--- src/rtl/rf_wb_arbiter.sv ---
// rf_wb_arbiter: sole write-side master of the 31-entry register file.
// Merges never-stalling pipeline writeback with buffered long-latency results.
//
// Ports:
//   CLK, RST_X              clock, async active-low reset
//   P_VALID/P_RD/P_DATA     pipeline writeback (highest priority, never stalls)
//   LL_VALID/LL_READY       long-latency result handshake into the FIFO
//   LL_RD/LL_DATA           long-latency destination and data
//   ISSUE_VALID/ISSUE_RD    long-latency issue; marks destination pending
//   WNUM/WDATA              registered rf write port (WNUM=0 means no write)
//   BUSY                    pending-destination bitmap (bit 0 always 0)
//   LL_COUNT                FIFO occupancy
//
// Optional macro RF_WB_BYPASS_EN: an LL result arriving at an empty FIFO
// while the pipeline is not writing skips the FIFO (1-cycle LL latency).
module rf_wb_arbiter #(
    parameter int DEPTH      = 4,
    parameter int DEPTH_LOG2 = 2
) (
    input  logic                  CLK,
    input  logic                  RST_X,
    input  logic                  P_VALID,
    input  logic [4:0]            P_RD,
    input  logic [31:0]           P_DATA,
    input  logic                  LL_VALID,
    output logic                  LL_READY,
    input  logic [4:0]            LL_RD,
    input  logic [31:0]           LL_DATA,
    input  logic                  ISSUE_VALID,
    input  logic [4:0]            ISSUE_RD,
    output logic [4:0]            WNUM,
    output logic [31:0]           WDATA,
    output logic [31:0]           BUSY,
    output logic [DEPTH_LOG2:0]   LL_COUNT
);

    localparam logic [DEPTH_LOG2:0]   FULL    = DEPTH[DEPTH_LOG2:0];
    localparam logic [DEPTH_LOG2:0]   CNT_ONE = 1;
    localparam logic [DEPTH_LOG2-1:0] PTR_ONE = 1;

    logic [4:0]            fifo_rd   [DEPTH];
    logic [31:0]           fifo_data [DEPTH];
    logic [DEPTH_LOG2-1:0] rptr;
    logic [DEPTH_LOG2-1:0] wptr;
    logic [DEPTH_LOG2:0]   count;
    logic [DEPTH_LOG2:0]   count_d;

    logic [4:0]            wnum_q;
    logic [4:0]            wnum_d;
    logic [31:0]           wdata_q;
    logic [31:0]           wdata_d;
    logic [31:0]           busy_q;
    logic [31:0]           busy_d;
    logic [31:0]           set_m;
    logic [31:0]           clr_m;

    logic                  p_wr;
    logic                  empty;
    logic                  push;
    logic                  pop;
    logic                  bypass;
    logic                  fifo_push;
    logic [4:0]            head_rd;
    logic [31:0]           head_data;

    assign p_wr      = P_VALID && (P_RD != 5'd0);
    assign empty     = (count == '0);
    assign LL_READY  = (count != FULL);
    assign push      = LL_VALID && LL_READY;
    assign head_rd   = fifo_rd[rptr];
    assign head_data = fifo_data[rptr];

`ifdef RF_WB_BYPASS_EN
    assign bypass    = push && empty && !p_wr;
`else
    assign bypass    = 1'b0;
`endif

    assign fifo_push = push && !bypass;
    // A zero-destination pipeline request is a no-write and lets the FIFO drain.
    assign pop       = !p_wr && !empty;

    always_comb begin
        wnum_d  = 5'd0;
        wdata_d = wdata_q;
        clr_m   = '0;
        unique case (1'b1)
            p_wr: begin
                wnum_d  = P_RD;
                wdata_d = P_DATA;
            end
            pop: begin
                wnum_d         = head_rd;
                wdata_d        = head_data;
                clr_m[head_rd] = 1'b1;
            end
            bypass: begin
                wnum_d       = LL_RD;
                wdata_d      = LL_DATA;
                clr_m[LL_RD] = 1'b1;
            end
            default: ;
        endcase
    end

    always_comb begin
        set_m = '0;
        if (ISSUE_VALID && (ISSUE_RD != 5'd0)) begin
            set_m[ISSUE_RD] = 1'b1;
        end
        // Set is applied after clear so a same-cycle issue wins; r0 never pends.
        busy_d = ((busy_q & ~clr_m) | set_m) & ~32'd1;
    end

    always_comb begin
        count_d = count;
        unique case ({fifo_push, pop})
            2'b10:   count_d = count + CNT_ONE;
            2'b01:   count_d = count - CNT_ONE;
            default: count_d = count;
        endcase
    end

    always_ff @(posedge CLK or negedge RST_X) begin
        if (!RST_X) begin
            wnum_q  <= '0;
            wdata_q <= '0;
            busy_q  <= '0;
            count   <= '0;
            rptr    <= '0;
            wptr    <= '0;
        end else begin
            wnum_q  <= wnum_d;
            wdata_q <= wdata_d;
            busy_q  <= busy_d;
            count   <= count_d;
            if (fifo_push) begin
                wptr <= wptr + PTR_ONE;
            end
            if (pop) begin
                rptr <= rptr + PTR_ONE;
            end
        end
    end

    // Storage needs no reset: occupancy is tracked by the pointers and count.
    always_ff @(posedge CLK) begin
        if (fifo_push) begin
            fifo_rd[wptr]   <= LL_RD;
            fifo_data[wptr] <= LL_DATA;
        end
    end

    assign WNUM     = wnum_q;
    assign WDATA    = wdata_q;
    assign BUSY     = busy_q;
    assign LL_COUNT = count;

endmodule

--- config.mk ---
export PLATFORM = sky130hd
export DESIGN_NAME = rf_wb_arbiter
export DESIGN_NICKNAME = d
export VERILOG_FILES = /design/src/rtl/rf_wb_arbiter.sv
export SDC_FILE = /design/constraint.sdc
export NUM_CORES = 1
export LEC_CHECK = 0
export BUFFER_PORTS_ARGS = -buffer_cell sky130_fd_sc_hd__buf_2
export CELL_PAD_IN_SITES_DETAIL_PLACEMENT = 1
export CELL_PAD_IN_SITES_GLOBAL_PLACEMENT = 1
export CORE_UTILIZATION = 35
export CTS_CLUSTER_DIAMETER = 60
export DETAILED_ROUTE_END_ITERATION = 8
export PLACE_DENSITY_LB_ADDON = 0.2
export SETUP_SLACK_MARGIN = 0.4
export SLEW_MARGIN = 30
export SYNTH_ARGS = -nofsm -noshare
export SYNTH_HDL_FRONTEND = slang
export SYNTH_SLANG_ARGS = --single-unit
--- constraint.sdc ---
create_clock -name CLK -period 5.22 [get_ports CLK]
set_clock_uncertainty 0.1 [all_clocks]
set_input_delay 1.044 -clock CLK [delete_from_list [all_inputs] [get_ports CLK]]
set_output_delay 1.044 -clock CLK [all_outputs]
set_load 0.05 [all_outputs]
Word level (Yosys, flattened, before mapping) --
Memory sizes are Yosys's and may differ from the RTL's. Cells that the tools add are included.
Word-level totals: bits of input ports 84, memory bits (writable) 148, word-level logic and storage cells 46, output and inout port bits 73, flip-flop bits (word level) 75, memories 2
Memories:
- fifo_data | words 4, width 32, read ports 1, clocked after Yosys merged registers in 0, write ports 1, RTL line 42 | logic [31:0] fifo_data [DEPTH];
- fifo_rd | words 4, width 5, read ports 1, clocked after Yosys merged registers in 0, write ports 1, RTL line 41 | logic [4:0] fifo_rd [DEPTH];
Cells by class: mux-type cells 11, order comparisons 4, reductions and logical operators 13, equality and inequality tests 3, $add $sub $neg 4, bitwise operators 3
Operators with widths (number):
- two-way mux 32 bit | 2
- one-hot mux 32 bit (2 select lines) | 1
- AND 32 bit | 1
- inverter 32 bit | 1
- OR 32 bit | 1
- less-than comparator 5 x 6 -> 1 bit (second input constant) | 2
- demux 1 bit (select 5 bit) | 2
- >= comparator 5 x 1 -> 1 bit (second input constant) | 2
- one-hot mux 5 bit (2 select lines) | 1
- nonzero test 5 bit | 2
- logical AND 1 bit | 6
- one-hot mux 3 bit (2 select lines) | 1
- adder 2 x 1 -> 2 bit (second input constant) | 2
- two-way mux 1 bit | 4
- nonzero test 2 bit | 2
- adder 3 x 1 -> 3 bit (second input constant) | 1
- zero test 3 bit | 1
- != test 3 bit (second input constant) | 1
- subtractor 3 x 1 -> 3 bit (second input constant) | 1
- == test 2 x 1 -> 1 bit (second input constant) | 1
- == test 2 bit (second input constant) | 1
- zero test 1 bit | 2

Depth between registers and ports, before layout --
Gate-level depths: netlist (run 1). An unclocked memory read counts as a cell.
depth in word-level cells 9, gate-level depth with buffers 10, depth with buffers taken out 10

Worst setup path before layout (run 1) --
Ideal clock, no wire load.
path kind input-to-reg, start point input port P_RD[2], end point register count[2], in the netlist LL_COUNT[2], path buffers 0, path slack 2334 ps, stages 9, arrival time 2703 ps, data required time 5038 ps, library setup time 82 ps, cells stage by stage o31ai_1 > nand3_1 > inv_1 > ha_1 > inv_1 > fa_1 > xor2_1 > nor2_1 > xor2_1
Between the ends: word-level cells in the longest chain between the ends 6, elaborated cells on any way between the ends 8, classes of those cells eq/ne: 2; mux: 1; reduce/logical: 5
RTL lines:
- from (decl) | RTL line 23 | input logic [4:0] P_RD,
- nonzero test 5 bit (*) | RTL line 66 | assign p_wr = P_VALID && (P_RD != 5'd0);
- logical AND 1 bit (*) | RTL line 66
- zero test 1 bit (*) | RTL line 81 | assign pop = !p_wr && !empty;
- logical AND 1 bit (*) | RTL line 81
- == test 2 x 1 -> 1 bit / == test 2 bit (equally long branches) | RTL line 117 | unique case ({fifo_push, pop})
- one-hot mux 3 bit (2 select lines) / nonzero test 2 bit (equally long branches)
- to (signal assigned) | RTL line 136 | count <= count_d;
- to (decl) | RTL line 45 | logic [DEPTH_LOG2:0] count;
Every way passes the cells marked *; elsewhere a longest branch is shown, timed or not. A chain may end at the register's enable or synchronous reset.

Worst setup path after layout (run 1) --
start point register count[2], in the netlist LL_COUNT[2], end point register count[2], in the netlist LL_COUNT[2]
Between the ends: word-level cells in the longest chain between the ends 5, elaborated cells on any way between the ends 11, classes of those cells add/sub: 2; eq/ne: 3; mux: 1; reduce/logical: 5
RTL lines:
- zero test 3 bit | RTL line 67 | assign empty = (count == '0);
- zero test 1 bit | RTL line 81
- logical AND 1 bit | RTL line 81
- == test 2 x 1 -> 1 bit / == test 2 bit (equally long branches) | RTL line 117
- one-hot mux 3 bit (2 select lines) / nonzero test 2 bit (equally long branches)
Several ways; a longest one is shown, not always the timed one.

==> flow_metrics.env, run 1 <==
export IMPL_status="completed"
export IMPL_ys_ff_latch=223
export IMPL_synth_fp_nets=697
export IMPL_ir_worst_vdd_uv=326.8
export IMPL_maxCapViolCount=0
export IMPL_port_buffers=155
export IMPL_layout_drive_gt1_share=0.3325
export IMPL_clk_pin_slew_ns=0.06
export IMPL_synth_top_family_by_area="simple AND/OR/NAND/NOR gates"
export IMPL_multi_input_area_um2=2539
export IMPL_grt_pass1_vias=6216
export IMPL_root_buffer="clkbuf_16"
export IMPL_critical_path_class="flop to flop"
export IMPL_critPathLaunchType="flop"
export IMPL_p_per_area_nw_per_um2=657.5
export IMPL_synth_commonest_cells="148 x edfxtp_1, 80 x nand2_1, 75 x dfrtp_1, 75 x nor2_1, 54 x a31oi_1"
export IMPL_fmax_ghz=0.3250
export IMPL_area_sequential_um2=6326
export IMPL_grt_max_degree=76
export IMPL_setup_violations=0
export IMPL_wirelength_mm=22.01
export IMPL_fp_coreArea_um2=25250
export IMPL_start_util=0.3579
export IMPL_crit_chain="or3_2, nand3_1, inv_1, ha_1, inv_1, fa_1, xor2_1, nor2_1, xor2_1"
export IMPL_fp_row_count=58
export IMPL_post_drt_wl_per_cell_um=19.70
export IMPL_synth_area_leaders="edfxtp_1 49%, dfrtp_1 21%, mux4_2 9.2%"
export IMPL_slew_viol_final=0
export IMPL_avgSynthCellArea_um2=14.89
export IMPL_synthMuxAreaShare=0.09455
export IMPL_fin_crit_ns=3.077
export IMPL_post_dp_hpwl_mm=13.74
export IMPL_synth_area_um2=9039
export IMPL_cts_num_sinks=223
export IMPL_cts_tree="built"
export IMPL_num_vias=5679
export IMPL_ys_types=45
export IMPL_arrival_ns=3.42
export IMPL_overflow=0
export IMPL_synth_compound_area_frac=0.06229
export IMPL_setup_tns_ns=0
export IMPL_firstDrtPassIters=4
export IMPL_period_share=0.5895
export IMPL_synth_edff_count=148
export IMPL_grtUsageTotal=0.1702
export IMPL_synthArstFlopShare=0.3363
export IMPL_cp_max_fo=37
export IMPL_cp_top_family="simple AND/OR/NAND/NOR gates"
export IMPL_rsz0062_at_grt="false"
export IMPL_critical_path_max_stage_delay_ns=0.71
export IMPL_insertion_delay_ns=0.51
export IMPL_die_width_um=162.7
export IMPL_ant_nets=0
export IMPL_cts_max_path_buffers=3
export IMPL_yosys_warnings=0
export IMPL_yosys_area_top_type_share=0.4917
export IMPL_gp_congestion=0.8113
export IMPL_yosysSeqAreaShare=0.6993
export IMPL_ys_flop_type="edfxtp_1"
export IMPL_cts_buffers=27
export IMPL_slowest_stage="or3_2"
export IMPL_vias_per_cell=5.084
export IMPL_cts_resized=0
export IMPL_syn_instance_count=607
export IMPL_fill_cells=2643
export IMPL_synthXorXnorAreaFrac=0.005814
export IMPL_drc=0
export IMPL_power_leakage_nw=4.210
export IMPL_yosysTopAreaCell="edfxtp_1"
export IMPL_synth_simple_area_share=0.1048
export IMPL_area_growth_pct=21.90
export IMPL_fin_util=0.4363
export IMPL_drt_iter0_drc=401
export IMPL_slew_headroom=0.3736
export IMPL_post_cts_setup_buffers=0
export IMPL_die_area_um2=26470
export IMPL_htree_levels=1
export IMPL_final_nets=852
export IMPL_required_ns=5.56
export IMPL_hp_class="flop to flop"
export IMPL_worstMarginPinSlew_ns=0.9265
export IMPL_ctsHoldBuffers=0
export IMPL_synth_adder_area_share=0.009136
export IMPL_antenna_found_initial=6
export IMPL_critPathBufInv=2
export IMPL_hold_viol=0
export IMPL_synth_most_common_cell="edfxtp_1"
export IMPL_ioPinCount=157
export IMPL_die_height_um=162.7
export IMPL_worst_setup_path_end_kind="flop"
export IMPL_grt_pass1_wl_mm=34.63
## registers in the layout, indices dropped and copies added (netlist names)
| register | count |
|---|---|
| WDATA | 32 |
| wptr | 2 |
| WNUM | 5 |
| fifo_data | 128 |
| LL_COUNT | 3 |
| rptr | 2 |
| BUSY | 31 |
| fifo_rd | 20 |
## worst min-delay path, stage by stage (launching register included)
cell,delay [ns]
dfrtp_1,0.37
nand2_1,0.06
a31oi_1,0.07
## report_power, final
| part | total, mW | switching [mW] | internal, mW |
|---|---|---|---|
| clock | 1.83 | 0.710 | 1.12 |
| sequential | 2.68 | 0.272 | 2.41 |
| combinational | 2.73 | 1.90 | 0.824 |
| total | 7.24 | 2.89 | 4.36 |
## logic make-up after synthesis
logic type | Yosys count
compound gates | 85
mux | 39
flops | 223
simple gates | 205
buf+inv | 42
fa+ha+maj | 6
other cells | 1
xor+xnor | 6
## final timing paths
check,slack [ns],cells past startpoint,to,from
max in group asynchronous,3.96,1,rptr[1],RST_X
hold reg to reg,0.44,2,WDATA[22],WDATA[22]
hold / removal,0.44,2,WDATA[22],WDATA[22]
setup reg to reg,2.14,9,LL_COUNT[2],LL_COUNT[2]
setup / recovery,2.14,9,LL_COUNT[2],LL_COUNT[2]
min in group asynchronous,0.49,1,BUSY[22],RST_X
## metal layers
layer	share of wire	vias up	GRT usage
met4	0.017	2	0.05013
met5	0.00059	-	0
met1	0.42	2884	0.2167
met3	0.065	36	0.04100
met2	0.49	166	0.2872
li1	-	2591	-
## cell usage in the layout, fill, tap and decap left out, types with 6 or more instances in the layout
master and n:
buf_2 154, edfxtp_1 148, nand2_1 80, nor2_1 75
dfrtp_1 73, a31oi_1 54, mux4_2 37, clkbuf_16 27
a21oi_1 18, nor2b_1 11, inv_1 10, nand3_1 6
a41oi_1 6
## through the flow
stage               power [mW]  hold WS (ns)  instance area [um2]  setup WS (ns)  instances
finish                   7.245        0.4371                11020          2.143       1117
floorplan                4.747        0.4339                 9039          2.334        607
detailed placement       5.503        0.4293                10120          1.969       1063
global route             7.627        0.4637                11010          1.890       1113
global placement         5.424        0.4228                10100          2.029       1063
CTS                      7.363        0.4409                11010          2.053       1112
## cell type report
type / instances / area share
flip-flops and latches: 223 / 0.5742
multi-input cells: 342 / 0.2304
repair buffers: 158 / 0.07302
clock buffers: 37 / 0.06927
well taps: 330 / 0.03747
clock inverters: 12 / 0.01113
inverters: 10 / 0.003407
diodes: 5 / 0.001136
Power figures use the tool's default switching activity.
==> run 2: changes to the inputs <==
- clock period: 5.22 -> 2.59 ns (I/O delays scaled with it)
==> run 2 against run 1 <==
Clock power up 110%. Global-route usage up 0.32 points. Non-clock buffer count up 23. Worst hold slack worse by 0.33 ns. Combinational power rose by 120%. Clock-buffer cell count shrank 7. Sequential power rose by 99%.
==> flow_metrics.env, run 2 (synthesis results as in run 1) <==
export IMPL_final_common_cell="buf_2"
export IMPL_status="completed"
export IMPL_antenna_found_initial=5
export IMPL_cp_max_fo=6
export IMPL_fin_crit_ns=2.070
export IMPL_whs_ns=0.1100
export IMPL_vias_per_cell=5.103
export IMPL_ioPinCount=157
export IMPL_fp_coreArea_um2=25250
export IMPL_whs_path_depth=1
export IMPL_hp_class="input pin to flop"
export IMPL_layout_drive_gt1_share=0.3744
export IMPL_die_area_um2=26470
export IMPL_slew_viol_final=0
export IMPL_slew_headroom=0.5514
export IMPL_final_nets=874
export IMPL_drt_iter0_drc=244
export IMPL_num_vias=5797
export IMPL_insertion_delay_ns=0.52
export IMPL_placed_cells=1075
export IMPL_port_buffers=155
export IMPL_ant_nets=0
export IMPL_postLayoutSetupSlackWorst_ns=0.5205
export IMPL_cts_tree="built"
export IMPL_ir_worst_vdd_uv=594.8
export IMPL_area_growth_pct=26.12
export IMPL_worst_setup_path_end_kind="output port"
export IMPL_fin_area_um2=11400
export IMPL_p_total_mw=15.23
export IMPL_layout_common_cells="154 x buf_2, 148 x edfxtp_1, 80 x nand2_1, 75 x nor2_1, 70 x dfrtp_1"
export IMPL_maxCapViolCount=0
export IMPL_crit_chain="buf_4, nand3_4, buf_2"
export IMPL_clk_pin_slew_ns=0.06
export IMPL_slowest_stage="dfrtp_2"
export IMPL_period_share=0.7990
export IMPL_start_util=0.3579
export IMPL_place_area_um2=10330
export IMPL_regMostFlops="fifo_data"
export IMPL_critical_path_class="flop to output port"
export IMPL_drc=0
export IMPL_rsz0062_at_grt="false"
export IMPL_stdcell_count=1136
export IMPL_cts_num_sinks=223
export IMPL_fin_util=0.4514
export IMPL_fill_cells=2604
export IMPL_critical_path_max_stage_delay_ns=0.43
export IMPL_firstDrtPassIters=4
export IMPL_gp_congestion=0.8267
export IMPL_hold_viol=0
export IMPL_grt_pass1_vias=6254
export IMPL_die_height_um=162.7
export IMPL_grt_pass1_wl_mm=35.30
export IMPL_root_buffer="clkbuf_16"
export IMPL_htree_levels=1
export IMPL_p_per_area_nw_per_um2=1336
export IMPL_wirelength_mm=22.48
export IMPL_post_drt_wl_per_cell_um=19.79
export IMPL_worstMarginPinSlew_ns=0.6704
export IMPL_arrival_ns=1.45
export IMPL_grtUsageTotal=0.1733
export IMPL_post_dp_hpwl_mm=14.40
export IMPL_largest_register_ffs=128
export IMPL_setup_violations=0
export IMPL_cts_buffers=26
export IMPL_post_place_ws_ns=0.1873
export IMPL_die_width_um=162.7
export IMPL_grt_max_degree=68
export IMPL_required_ns=1.97
export IMPL_r2r_cells=10
export IMPL_overflow=0
export IMPL_setup_tns_ns=0
export IMPL_power_leakage_nw=4.371
export IMPL_critPathLaunchType="flop"
export IMPL_cts_max_path_buffers=3
export IMPL_fmax_ghz=0.4832
export IMPL_fp_row_count=58
==> run 2: power by group <==
group	internal (mW)	switching, mW	leakage [nW]
registers	4.86	0.472	2.23
clock network	2.44	1.49	0.448
logic	1.92	4.05	1.69
total	9.22	6.01	4.37
==> run 2: critical path, delay by kind of cell (launching register included) <==
kind                   cells  cell delay (ns)
DFF                        1             0.43
and+or+nand+nor            1             0.09
buffers and inverters      2             0.43
==> run 2: timing repair <==
item,CTS,global route
hold buffers,1,0
setup endpoints to repair,11,22
setup buffers,1,9
endpoints found under the hold margin,37,0
gates resized for setup,2,3
pin swaps,1,2
==> run 2: final timing paths <==
kind                              from                to  slack, ns
max                        LL_COUNT[2]          LL_READY       0.52
min                        LL_DATA[14]  fifo_data[3][14]       0.11
max reg2reg                LL_COUNT[0]       LL_COUNT[2]       0.57
min reg2reg                   BUSY[12]          BUSY[12]       0.43
max in group asynchronous        RST_X       LL_COUNT[1]       1.27
min in group asynchronous        RST_X          BUSY[22]       0.43
==> run 2: layout make-up <==
cell class,instances,area (um2),area share
sequential,223,6327,0.5550
multi-input combinational,342,2595,0.2276
timing repair buffer,181,1084,0.09505
clock buffer,30,696.9,0.06113
tap,330,412.9,0.03622
clock inverter,18,239.0,0.02096
inverter,10,40.04,0.003512
antenna,2,5.005,0.0004390
==> run 2: per-layer routing <==
layer / vias to the layer above / global-route usage / share of wire
li1: 2636 / - / -
met1: 2949 / 0.2231 / 0.43
met2: 165 / 0.2913 / 0.49
met3: 41 / 0.03769 / 0.061
met4: 6 / 0.05480 / 0.025
met5: - / 0 / 0.0012
